===== src/rtl/qspi_flash_resp.sv =====
// qspi_flash_resp: single-lane SPI flash responder for the e203 QSPI0 pads.
// Oversamples SCK/CS/DQ0 in the clk domain, decodes mode-0 commands
// READ (03), RDID (9F) and RDSR (05), and streams bytes MSB first on DQ1
// from a synchronous-read memory port (data valid one clk after mem_req).
// Ports:
//   clk, rst_n          responder clock, async active-low reset
//   qspi_sck/cs_n/dq0_i SPI inputs from the SoC pads (asynchronous)
//   qspi_dq1_o/dq1_oe   MISO value and output enable
//   mem_req/mem_addr    one-cycle read strobe and byte address
//   mem_rdata           read data, sampled one clk after mem_req
//   busy                high whenever the responder is not idle
module qspi_flash_resp #(
   parameter int unsigned ADDR_W   = 24,
   parameter logic [23:0] JEDEC_ID = 24'hEF4016
) (
   input  logic              clk,
   input  logic              rst_n,
   input  logic              qspi_sck,
   input  logic              qspi_cs_n,
   input  logic              qspi_dq0_i,
   output logic              qspi_dq1_o,
   output logic              qspi_dq1_oe,
   output logic              mem_req,
   output logic [ADDR_W-1:0] mem_addr,
   input  logic [7:0]        mem_rdata,
   output logic              busy
);

   localparam logic [2:0] S_IDLE   = 3'd0;
   localparam logic [2:0] S_CMD    = 3'd1;
   localparam logic [2:0] S_ADDR   = 3'd2;
   localparam logic [2:0] S_DATA   = 3'd3;
   localparam logic [2:0] S_ID     = 3'd4;
   localparam logic [2:0] S_STAT   = 3'd5;
   localparam logic [2:0] S_IGNORE = 3'd6;

   // synchronizers; third stage on sck and cs_n provides edge detection
   logic [2:0]        r_sck_sync, r_cs_sync;
   logic [1:0]        r_dq0_sync;

   logic [2:0]        r_state,   w_state_nxt;
   logic [4:0]        r_bit_cnt, w_bit_cnt_nxt;
   logic [22:0]       r_in,      w_in_nxt;
   logic [7:0]        r_sr,      w_sr_nxt;
   logic [2:0]        r_obit,    w_obit_nxt;
   logic [1:0]        r_id_idx,  w_id_idx_nxt;
   logic [7:0]        r_pref,    w_pref_nxt;
   logic              r_rd_pend, w_rd_pend_nxt;
   logic              r_rd_dst,  w_rd_dst_nxt;
   logic              r_dq1,     w_dq1_nxt;
   logic              r_oe,      w_oe_nxt;
   logic              r_req,     w_req_nxt;
   logic [ADDR_W-1:0] r_addr,    w_addr_nxt;
   logic              r_busy,    w_busy_nxt;

   logic              w_sck_rise, w_sck_fall, w_cs_n, w_cs_fall, w_dq0;
   logic [7:0]        w_cmd, w_id_byte;
   logic [23:0]       w_addr24;

   assign w_sck_rise = r_sck_sync[1] & ~r_sck_sync[2];
   assign w_sck_fall = ~r_sck_sync[1] & r_sck_sync[2];
   assign w_cs_n     = r_cs_sync[1];
   assign w_cs_fall  = ~r_cs_sync[1] & r_cs_sync[2];
   assign w_dq0      = r_dq0_sync[1];
   assign w_cmd      = {r_in[6:0], w_dq0};
   assign w_addr24   = {r_in, w_dq0};

   // RDID byte selector, index 2 is the MSB byte
   always_comb begin
      case (r_id_idx)
         2'd2:    w_id_byte = JEDEC_ID[23:16];
         2'd1:    w_id_byte = JEDEC_ID[15:8];
         default: w_id_byte = JEDEC_ID[7:0];
      endcase
   end

   // next-state and output logic
   always_comb begin
      w_state_nxt   = r_state;
      w_bit_cnt_nxt = r_bit_cnt;
      w_in_nxt      = r_in;
      w_sr_nxt      = r_sr;
      w_obit_nxt    = r_obit;
      w_id_idx_nxt  = r_id_idx;
      w_pref_nxt    = r_pref;
      w_rd_pend_nxt = r_req;
      w_rd_dst_nxt  = r_rd_dst;
      w_dq1_nxt     = r_dq1;
      w_oe_nxt      = r_oe;
      w_req_nxt     = 1'b0;
      w_addr_nxt    = r_addr;

      if (w_cs_n) begin
         // deselect wins over any same-cycle sck edge; drops in-flight reads
         w_state_nxt   = S_IDLE;
         w_bit_cnt_nxt = 5'd0;
         w_obit_nxt    = 3'd0;
         w_rd_pend_nxt = 1'b0;
         w_dq1_nxt     = 1'b0;
         w_oe_nxt      = 1'b0;
      end else begin
         // read data returns two clk after the strobe was registered
         if (r_rd_pend) begin
            if (r_rd_dst) w_sr_nxt   = mem_rdata;
            else          w_pref_nxt = mem_rdata;
         end

         case (r_state)
            S_IDLE: begin
               if (w_cs_fall) begin
                  w_state_nxt   = S_CMD;
                  w_bit_cnt_nxt = 5'd0;
               end
            end
            S_CMD: begin
               if (w_sck_rise) begin
                  w_in_nxt      = {r_in[21:0], w_dq0};
                  w_bit_cnt_nxt = r_bit_cnt + 5'd1;
                  if (r_bit_cnt == 5'd7) begin
                     w_bit_cnt_nxt = 5'd0;
                     w_obit_nxt    = 3'd0;
                     case (w_cmd)
                        8'h03: w_state_nxt = S_ADDR;
                        8'h9F: begin
                           w_state_nxt  = S_ID;
                           w_sr_nxt     = JEDEC_ID[23:16];
                           w_id_idx_nxt = 2'd1;
                        end
                        8'h05: begin
                           w_state_nxt = S_STAT;
                           w_sr_nxt    = 8'h00;
                        end
                        default: w_state_nxt = S_IGNORE;
                     endcase
                  end
               end
            end
            S_ADDR: begin
               if (w_sck_rise) begin
                  w_in_nxt      = {r_in[21:0], w_dq0};
                  w_bit_cnt_nxt = r_bit_cnt + 5'd1;
                  if (r_bit_cnt == 5'd23) begin
                     w_state_nxt   = S_DATA;
                     w_bit_cnt_nxt = 5'd0;
                     w_req_nxt     = 1'b1;
                     w_addr_nxt    = ADDR_W'(w_addr24);
                     w_rd_dst_nxt  = 1'b1;
                  end
               end
            end
            S_DATA, S_ID, S_STAT: begin
               if (w_sck_fall) begin
                  w_dq1_nxt  = r_sr[7];
                  w_oe_nxt   = 1'b1;
                  w_sr_nxt   = {r_sr[6:0], 1'b0};
                  w_obit_nxt = r_obit + 3'd1;
                  // driving bit 7: prefetch the next byte
                  if (r_state == S_DATA && r_obit == 3'd0) begin
                     w_req_nxt    = 1'b1;
                     w_addr_nxt   = r_addr + ADDR_W'(1);
                     w_rd_dst_nxt = 1'b0;
                  end
                  // driving bit 0: queue the next byte
                  if (r_obit == 3'd7) begin
                     if (r_state == S_DATA) begin
                        w_sr_nxt = r_pref;
                     end else if (r_state == S_ID) begin
                        w_sr_nxt     = w_id_byte;
                        w_id_idx_nxt = (r_id_idx == 2'd0) ? 2'd2 : r_id_idx - 2'd1;
                     end else begin
                        w_sr_nxt = 8'h00;
                     end
                  end
               end
            end
            default: ;
         endcase
      end

      w_busy_nxt = (w_state_nxt != S_IDLE);
   end

   // state and output registers
   always_ff @(posedge clk or negedge rst_n) begin
      if (!rst_n) begin
         r_sck_sync <= 3'b000;
         r_cs_sync  <= 3'b111;
         r_dq0_sync <= 2'b00;
         r_state    <= S_IDLE;
         r_bit_cnt  <= 5'd0;
         r_in       <= 23'd0;
         r_sr       <= 8'd0;
         r_obit     <= 3'd0;
         r_id_idx   <= 2'd0;
         r_pref     <= 8'd0;
         r_rd_pend  <= 1'b0;
         r_rd_dst   <= 1'b0;
         r_dq1      <= 1'b0;
         r_oe       <= 1'b0;
         r_req      <= 1'b0;
         r_addr     <= '0;
         r_busy     <= 1'b0;
      end else begin
         r_sck_sync <= {r_sck_sync[1:0], qspi_sck};
         r_cs_sync  <= {r_cs_sync[1:0], qspi_cs_n};
         r_dq0_sync <= {r_dq0_sync[0], qspi_dq0_i};
         r_state    <= w_state_nxt;
         r_bit_cnt  <= w_bit_cnt_nxt;
         r_in       <= w_in_nxt;
         r_sr       <= w_sr_nxt;
         r_obit     <= w_obit_nxt;
         r_id_idx   <= w_id_idx_nxt;
         r_pref     <= w_pref_nxt;
         r_rd_pend  <= w_rd_pend_nxt;
         r_rd_dst   <= w_rd_dst_nxt;
         r_dq1      <= w_dq1_nxt;
         r_oe       <= w_oe_nxt;
         r_req      <= w_req_nxt;
         r_addr     <= w_addr_nxt;
         r_busy     <= w_busy_nxt;
      end
   end

   assign qspi_dq1_o  = r_dq1;
   assign qspi_dq1_oe = r_oe;
   assign mem_req     = r_req;
   assign mem_addr    = r_addr;
   assign busy        = r_busy;

endmodule


===== config.mk =====
export PLATFORM = sky130hd
export DESIGN_NAME = qspi_flash_resp
export DESIGN_NICKNAME = d
export VERILOG_FILES = /design/src/rtl/qspi_flash_resp.sv
export SDC_FILE = /design/constraint.sdc
export NUM_CORES = 1
export LEC_CHECK = 0
export CORE_MARGIN = 2
export CORE_UTILIZATION = 40
export CTS_CLUSTER_DIAMETER = 30
export CTS_CLUSTER_SIZE = 10
export DETAILED_ROUTE_END_ITERATION = 12
export GPL_TIMING_DRIVEN = 0
export PLACE_DENSITY = 0.62
export REMOVE_ABC_BUFFERS = 1
export SYNTH_ARGS = -nofsm -noshare
export SYNTH_HDL_FRONTEND = slang
export SYNTH_SLANG_ARGS = --single-unit

===== constraint.sdc =====
create_clock -name clk -period 3.1 [get_ports clk]
set_clock_uncertainty 0.1 [all_clocks]
set_input_delay 0.31 -clock clk [delete_from_list [all_inputs] [get_ports clk]]
set_output_delay 0.31 -clock clk [all_outputs]
set_load 0.005 [all_outputs]

==> flow_summary.yaml, run 1 <==
synth:
  synth_ff_type: "dfrtp_1"
  synth.largest_area_cell: "dfrtp_1"
  synth_common_cells: "dfrtp_1, nand2_1, mux2_2"
  ys_seq_area_share_pct: 49.0
  yosysUniqueCellTypes: 53
  synth_top_cell_area_share_pct: 47.3
  ys_warn_count: 0
  yosysMostFrequentCell: "dfrtp_1"
  ys_ff_latch: 90
  synthTopCellsByArea: "dfrtp_1, mux2_2, nand2_1"
  syn_inst: 465
  netlist_area_mm2: 0.00460
  synthArstFlopShare_pct: 100
  synth-edff-count: 0
  avgSynthCellArea_um2: 9.90
layout:
  antenna_cells: 0
  nets: 513
  multi_input_area_mm2: 0.00218
  drive_gt1_share_pct: 13.1
  fill_cells: 1047
  fin_cells: 639
  final-seq-area_mm2: 0.00226
  layout-area-overhead-vs-synth_pct: 17.5
placed_design:
  gp_congestion: 0.836
  port_buffers: 40
  dpl.hpwl_mm: 7.02
  dp.cells: 623
global_routing:
  grt_max_degree: 53
  first_global_vias: 3653
  overflow: 0
  antenna_found_initial: 0
  grt.total_usage_pct: 18.1
  grt_pass1_wl_mm: 18.3
clock_tree:
  cts_setup_buffers: 0
  cts_root_buf: "clkbuf_16"
  clockBufferDepth: 2
  clk_latency_ns: 0.34
  cts_max_level: 3
  cts_inserted_buffers: 9
  cts_tree: "yes"
  clk_pin_slew_worst_paths_ns: 0.06
  cts.sinks: 90
timing:
  worst_pin_slew_ns: 1.17
  setup_viol: 0
  period_share_pct: 91.1
  hold_viol_final: 0
  finalHoldWorstSlack_ns: 0.248
  setup-tns-final_ns: 0
  slew_viol_final: 0
  fmax_ghz: 0.354
  slew-limit-headroom_pct: 21.8
  period_needed_ns: 2.82
  rsz0062_at_grt: "no"
pwr:
  total_power_uw: 2450
  power.static_leakage_uw: 0.00232
  ir_worst_vdd_mv: 0.274
  cellPowerDensity_mw_per_mm2: 452
drt:
  routed_wirelength_mm: 10.7
  vias: 3656
  drt-pass1-iter-count: 4
  post_drt_wl_per_cell_um: 16.8
  ant_nets: 0
  drtIter0Drc: 178
  drc_errors: 0
  post_drt_via_cell_ratio: 5.72
worst_setup_path:
  worstPathMaxFanout: 30
  crit_slowest_cell: "or4_1"
  criticalPathCategory: "register to register"
  crit_top_cell: "a21oi_1"
  crit_arrival_ns: 2.98
  slowest_delay_ns: 0.61
  path_cells: "ha_1 -> nand3b_1 -> or4_1 -> a211o_2 -> clkinvlp_4 -> a21oi_1 -> a21oi_1"
  crit_path_start_kind: "register"
  crit_required_ns: 3.26
  end_kind: "register"
status:
  status: "finished, final reports clean"
die:
  io_pins: 41
  rows: 39
  core-area_mm2: 0.0113
  start_util_pct: 40.7
  die_w_um: 111
  design.die.area_mm2: 0.0124
  die_y_um: 111
flow_run:
  maxCapViolations: 0
min_path:
  hp-class: "register to register"
==> repair_timing <==
| action | 4_1_cts | 5_1_grt |
|---|---|---|
| hold buffers | 1 | 0 |
| pin swaps | 0 | 0 |
| endpoints found under the hold margin | 42 | 0 |
| endpoints found under the setup margin | 16 | 3 |
| resized for setup | 2 | 1 |
==> layer usage <==
metal | global-route usage, % | part of all wire (%) | vias up
met2 | 28.3 | 46 | 88
met5 | 0 | 0 | -
li1 | - | - | 1758
met1 | 25.3 | 49 | 1803
met3 | 4.26 | 4.5 | 7
met4 | 5.02 | 0.75 | 0
==> cells by family after synthesis <==
family	count (synthesis)	share of synthesized area, %
and+or+nand+nor	162	17.8
buffers and inverters	42	3.81
muxes	41	9.89
xor gates and xnor gates	2	0.381
AOI/OAI and AO/OA	120	16.9
adders and majority gates	8	2.17
DFF	90	49.0
==> critical path: cells and delay by family (launching register included) <==
family | cells | cell delay [ns]
DFF | 1 | 0.39
adders and majority gates | 1 | 0.24
and+or+nand+nor | 2 | 0.76
buffers and inverters | 1 | 0.41
AOI/OAI and AO/OA | 3 | 0.81
==> cell usage in the layout, fill, tap and decap left out, types with 6 or more instances in the layout <==
cell and n:
dfrtp_1 87, nand2_1 49, clkdlybuf4s50_1 39, mux2_2 36, a21oi_1 35, nor2_1 31
o21ai_0 22, nand3_1 22, inv_1 15, a2bb2oi_1 11, o22ai_1 10, clkbuf_16 9
a32oi_1 8, ha_1 8, nand4_1 7, nor2b_1 7, o22a_1 7, nand2b_1 6
==> cell type report <==
| class | count | area share [%] |
|---|---|---|
| sequential | 90 | 41.7 |
| clock buffer | 11 | 4.49 |
| tap | 143 | 3.31 |
| multi-input combinational | 333 | 40.3 |
| inverter | 16 | 1.18 |
| clock inverter | 4 | 0.971 |
| timing repair buffer | 42 | 8.05 |
==> flip-flops by register name, summed over array words and instances (netlist names), 3 cells and up <==
| name | cells |
|---|---|
| r_obit | 3 |
| r_cs_sync | 3 |
| r_state | 3 |
| mem_addr | 24 |
| r_pref | 8 |
| r_in | 23 |
| r_bit_cnt | 5 |
| r_sck_sync | 3 |
| r_sr | 8 |
==> worst paths after layout <==
path                            slack (ns)  depth (start not counted)     startpoint             to
worst max-delay path                  0.28                          7   r_bit_cnt[0]    mem_addr[9]
min in group asynchronous             0.42                          2          rst_n        r_sr[0]
worst min-delay path                  0.25                          0  r_dq0_sync[0]  r_dq0_sync[1]
max in group asynchronous             1.78                          3          rst_n   r_cs_sync[0]
worst min register to register        0.25                          0  r_dq0_sync[0]  r_dq0_sync[1]
worst max register to register        0.28                          7   r_bit_cnt[0]    mem_addr[9]
==> report_power, final <==
part / switching [uW] / total (uW) / internal (uW)
combinational: 65.5 / 122 / 56.3
sequential: 29.9 / 1230 / 1200
clock: 453 / 1100 / 644
total: 548 / 2450 / 1900
==> through the flow <==
stage	cell area [um^2]	worst slack (ns)	utilization (%)
floorplan	4490	0.526	-
global placement	5070	-1.80	44.8
detailed placement	5090	-0.142	45.0
CTS	5400	0.209	47.7
global route	5410	0.00716	47.8
finish	5410	0.275	47.8
(Power assumes the default switching activity.)
==> run 2: changes to the inputs <==
Settings changed: CORE_ASPECT_RATIO set to 1.1.
==> flow_summary.yaml, run 2 (synthesized netlist as in run 1, its figures left out) <==
layout:
  antenna_cells: 0
  fill_cells: 1025
  layout_commonest_cell: "dfrtp_1"
  largest_register_ffs: 24
  drive_gt1_share_pct: 12.9
  nets: 514
  final_cell_mix: "dfrtp_1, nand2_1, clkdlybuf4s50_1"
  layout-area-overhead-vs-synth_pct: 17.5
placed_design:
  port_buffers: 40
  gp_congestion: 0.825
  dpl.hpwl_mm: 6.97
timing:
  hold_viol_final: 0
  slew-limit-headroom_pct: 25.5
  period_share_pct: 91.5
  fmax_ghz: 0.353
  setup-tns-final_ns: 0
  worst_pin_slew_ns: 1.11
  rsz0062_at_grt: "no"
  period_needed_ns: 2.84
  finalHoldWorstSlack_ns: 0.247
  setup_viol: 0
  slew_viol_final: 0
die:
  start_util_pct: 40.6
  io_pins: 41
  core-area_mm2: 0.0113
  design.die.area_mm2: 0.0124
  die_w_um: 106
  die_y_um: 117
  rows: 41
status:
  status: "finished, final reports clean"
pwr:
  cellPowerDensity_mw_per_mm2: 447
  p_comb_share_pct: 5.0
  total_power_uw: 2420
  switching_power_uw: 523
  p_int_uw: 1890
  power.static_leakage_uw: 0.00232
  switching_share_pct: 21.6
  clockPowerShare_pct: 44.2
  seqPwrFrac_pct: 50.8
  ir_worst_vdd_mv: 0.195
worst_setup_path:
  ff2ff_path_depth: 7
  worstPathMaxFanout: 30
  crit_arrival_ns: 2.99
  crit_path_start_kind: "register"
  crit_required_ns: 3.25
  end_kind: "register"
  criticalPathCategory: "register to register"
clock_tree:
  cts_tree: "yes"
  cts_setup_buffers: 0
  clk_pin_slew_worst_paths_ns: 0.06
  clockBufferDepth: 2
  cts_max_level: 3
  cts.sinks: 90
  cts_root_buf: "clkbuf_16"
  clk_latency_ns: 0.34
  cts_inserted_buffers: 9
drt:
  drtIter0Drc: 161
  drc_errors: 0
  vias: 3665
  post_drt_wl_per_cell_um: 16.5
  post_drt_via_cell_ratio: 5.66
  ant_nets: 0
  routed_wirelength_mm: 10.7
  drt-pass1-iter-count: 4
global_routing:
  grt_max_degree: 63
  first_global_vias: 3668
  antenna_found_initial: 0
  grt.total_usage_pct: 18.2
  grt_pass1_wl_mm: 18.0
  overflow: 0
min_path:
  hp-class: "register to register"
  whs_path_depth: 0
flow_run:
  maxCapViolations: 0
-- run 2: final timing paths --
path,start,end,slack (ns)
max,r_bit_cnt[0],mem_addr[6],0.26
min,r_dq0_sync[0],r_dq0_sync[1],0.25
max reg2reg,r_bit_cnt[0],mem_addr[6],0.26
min reg2reg,r_dq0_sync[0],r_dq0_sync[1],0.25
max in group asynchronous,rst_n,mem_addr[21],1.91
min in group asynchronous,rst_n,r_pref[1],0.35
-- run 2: worst max-delay path, cell delays in order, from the launching register on --
cell        delay, ns
dfrtp_1          0.39
ha_1             0.24
nand3b_1         0.16
or4_1            0.64
a211o_2          0.57
clkinvlp_4       0.41
a21oi_1          0.11
a21oi_1          0.13
-- run 2: layout make-up --
| type | instances | area, um^2 | area share [%] |
|---|---|---|---|
| clock buffer | 12 | 246 | 4.56 |
| clock inverter | 3 | 40.0 | 0.740 |
| inverter | 16 | 63.8 | 1.18 |
| multi-input combinational | 333 | 2180 | 40.2 |
| sequential | 90 | 2260 | 41.7 |
| tap | 150 | 188 | 3.47 |
| timing repair buffer | 43 | 440 | 8.14 |
-- run 2: power groups by stage --
stage	Sequential, uW	Clock [uW]	Combinational, uW
CTS	1230	1110	122
global placement	1250	0	114
detailed placement	1250	0	121
floorplan	1240	0	61.9
global route	1230	1150	135
finish	1230	1070	120
-- run 2: stage by stage --
| stage | cells | utilization, % | instance area [um^2] | setup slack [ns] |
|---|---|---|---|---|
| final | 647 | 47.7 | 5410 | 0.264 |
| after global placement | 629 | 44.8 | 5080 | -1.80 |
| after detailed placement | 630 | 45.0 | 5100 | -0.219 |
| after floorplan | 439 | - | 4490 | 0.526 |
| after CTS | 646 | 47.7 | 5400 | 0.239 |
| after global routing | 647 | 47.7 | 5410 | 0.0221 |
-- run 2: per-layer routing --
layer / vias up / track usage (%) / wire length, um
met5: - / 0 / 0
met4: 0 / 5.88 / 87
met1: 1820 / 23.0 / 4800
met2: 82 / 31.0 / 5320
li1: 1753 / - / -
met3: 10 / 4.30 / 449
-- run 2: timing repair --
action | CTS | global route
gates resized for setup | 2 | 1
setup endpoints to repair | 17 | 1
endpoints found under the hold margin | 25 | 0
hold buffers | 1 | 0
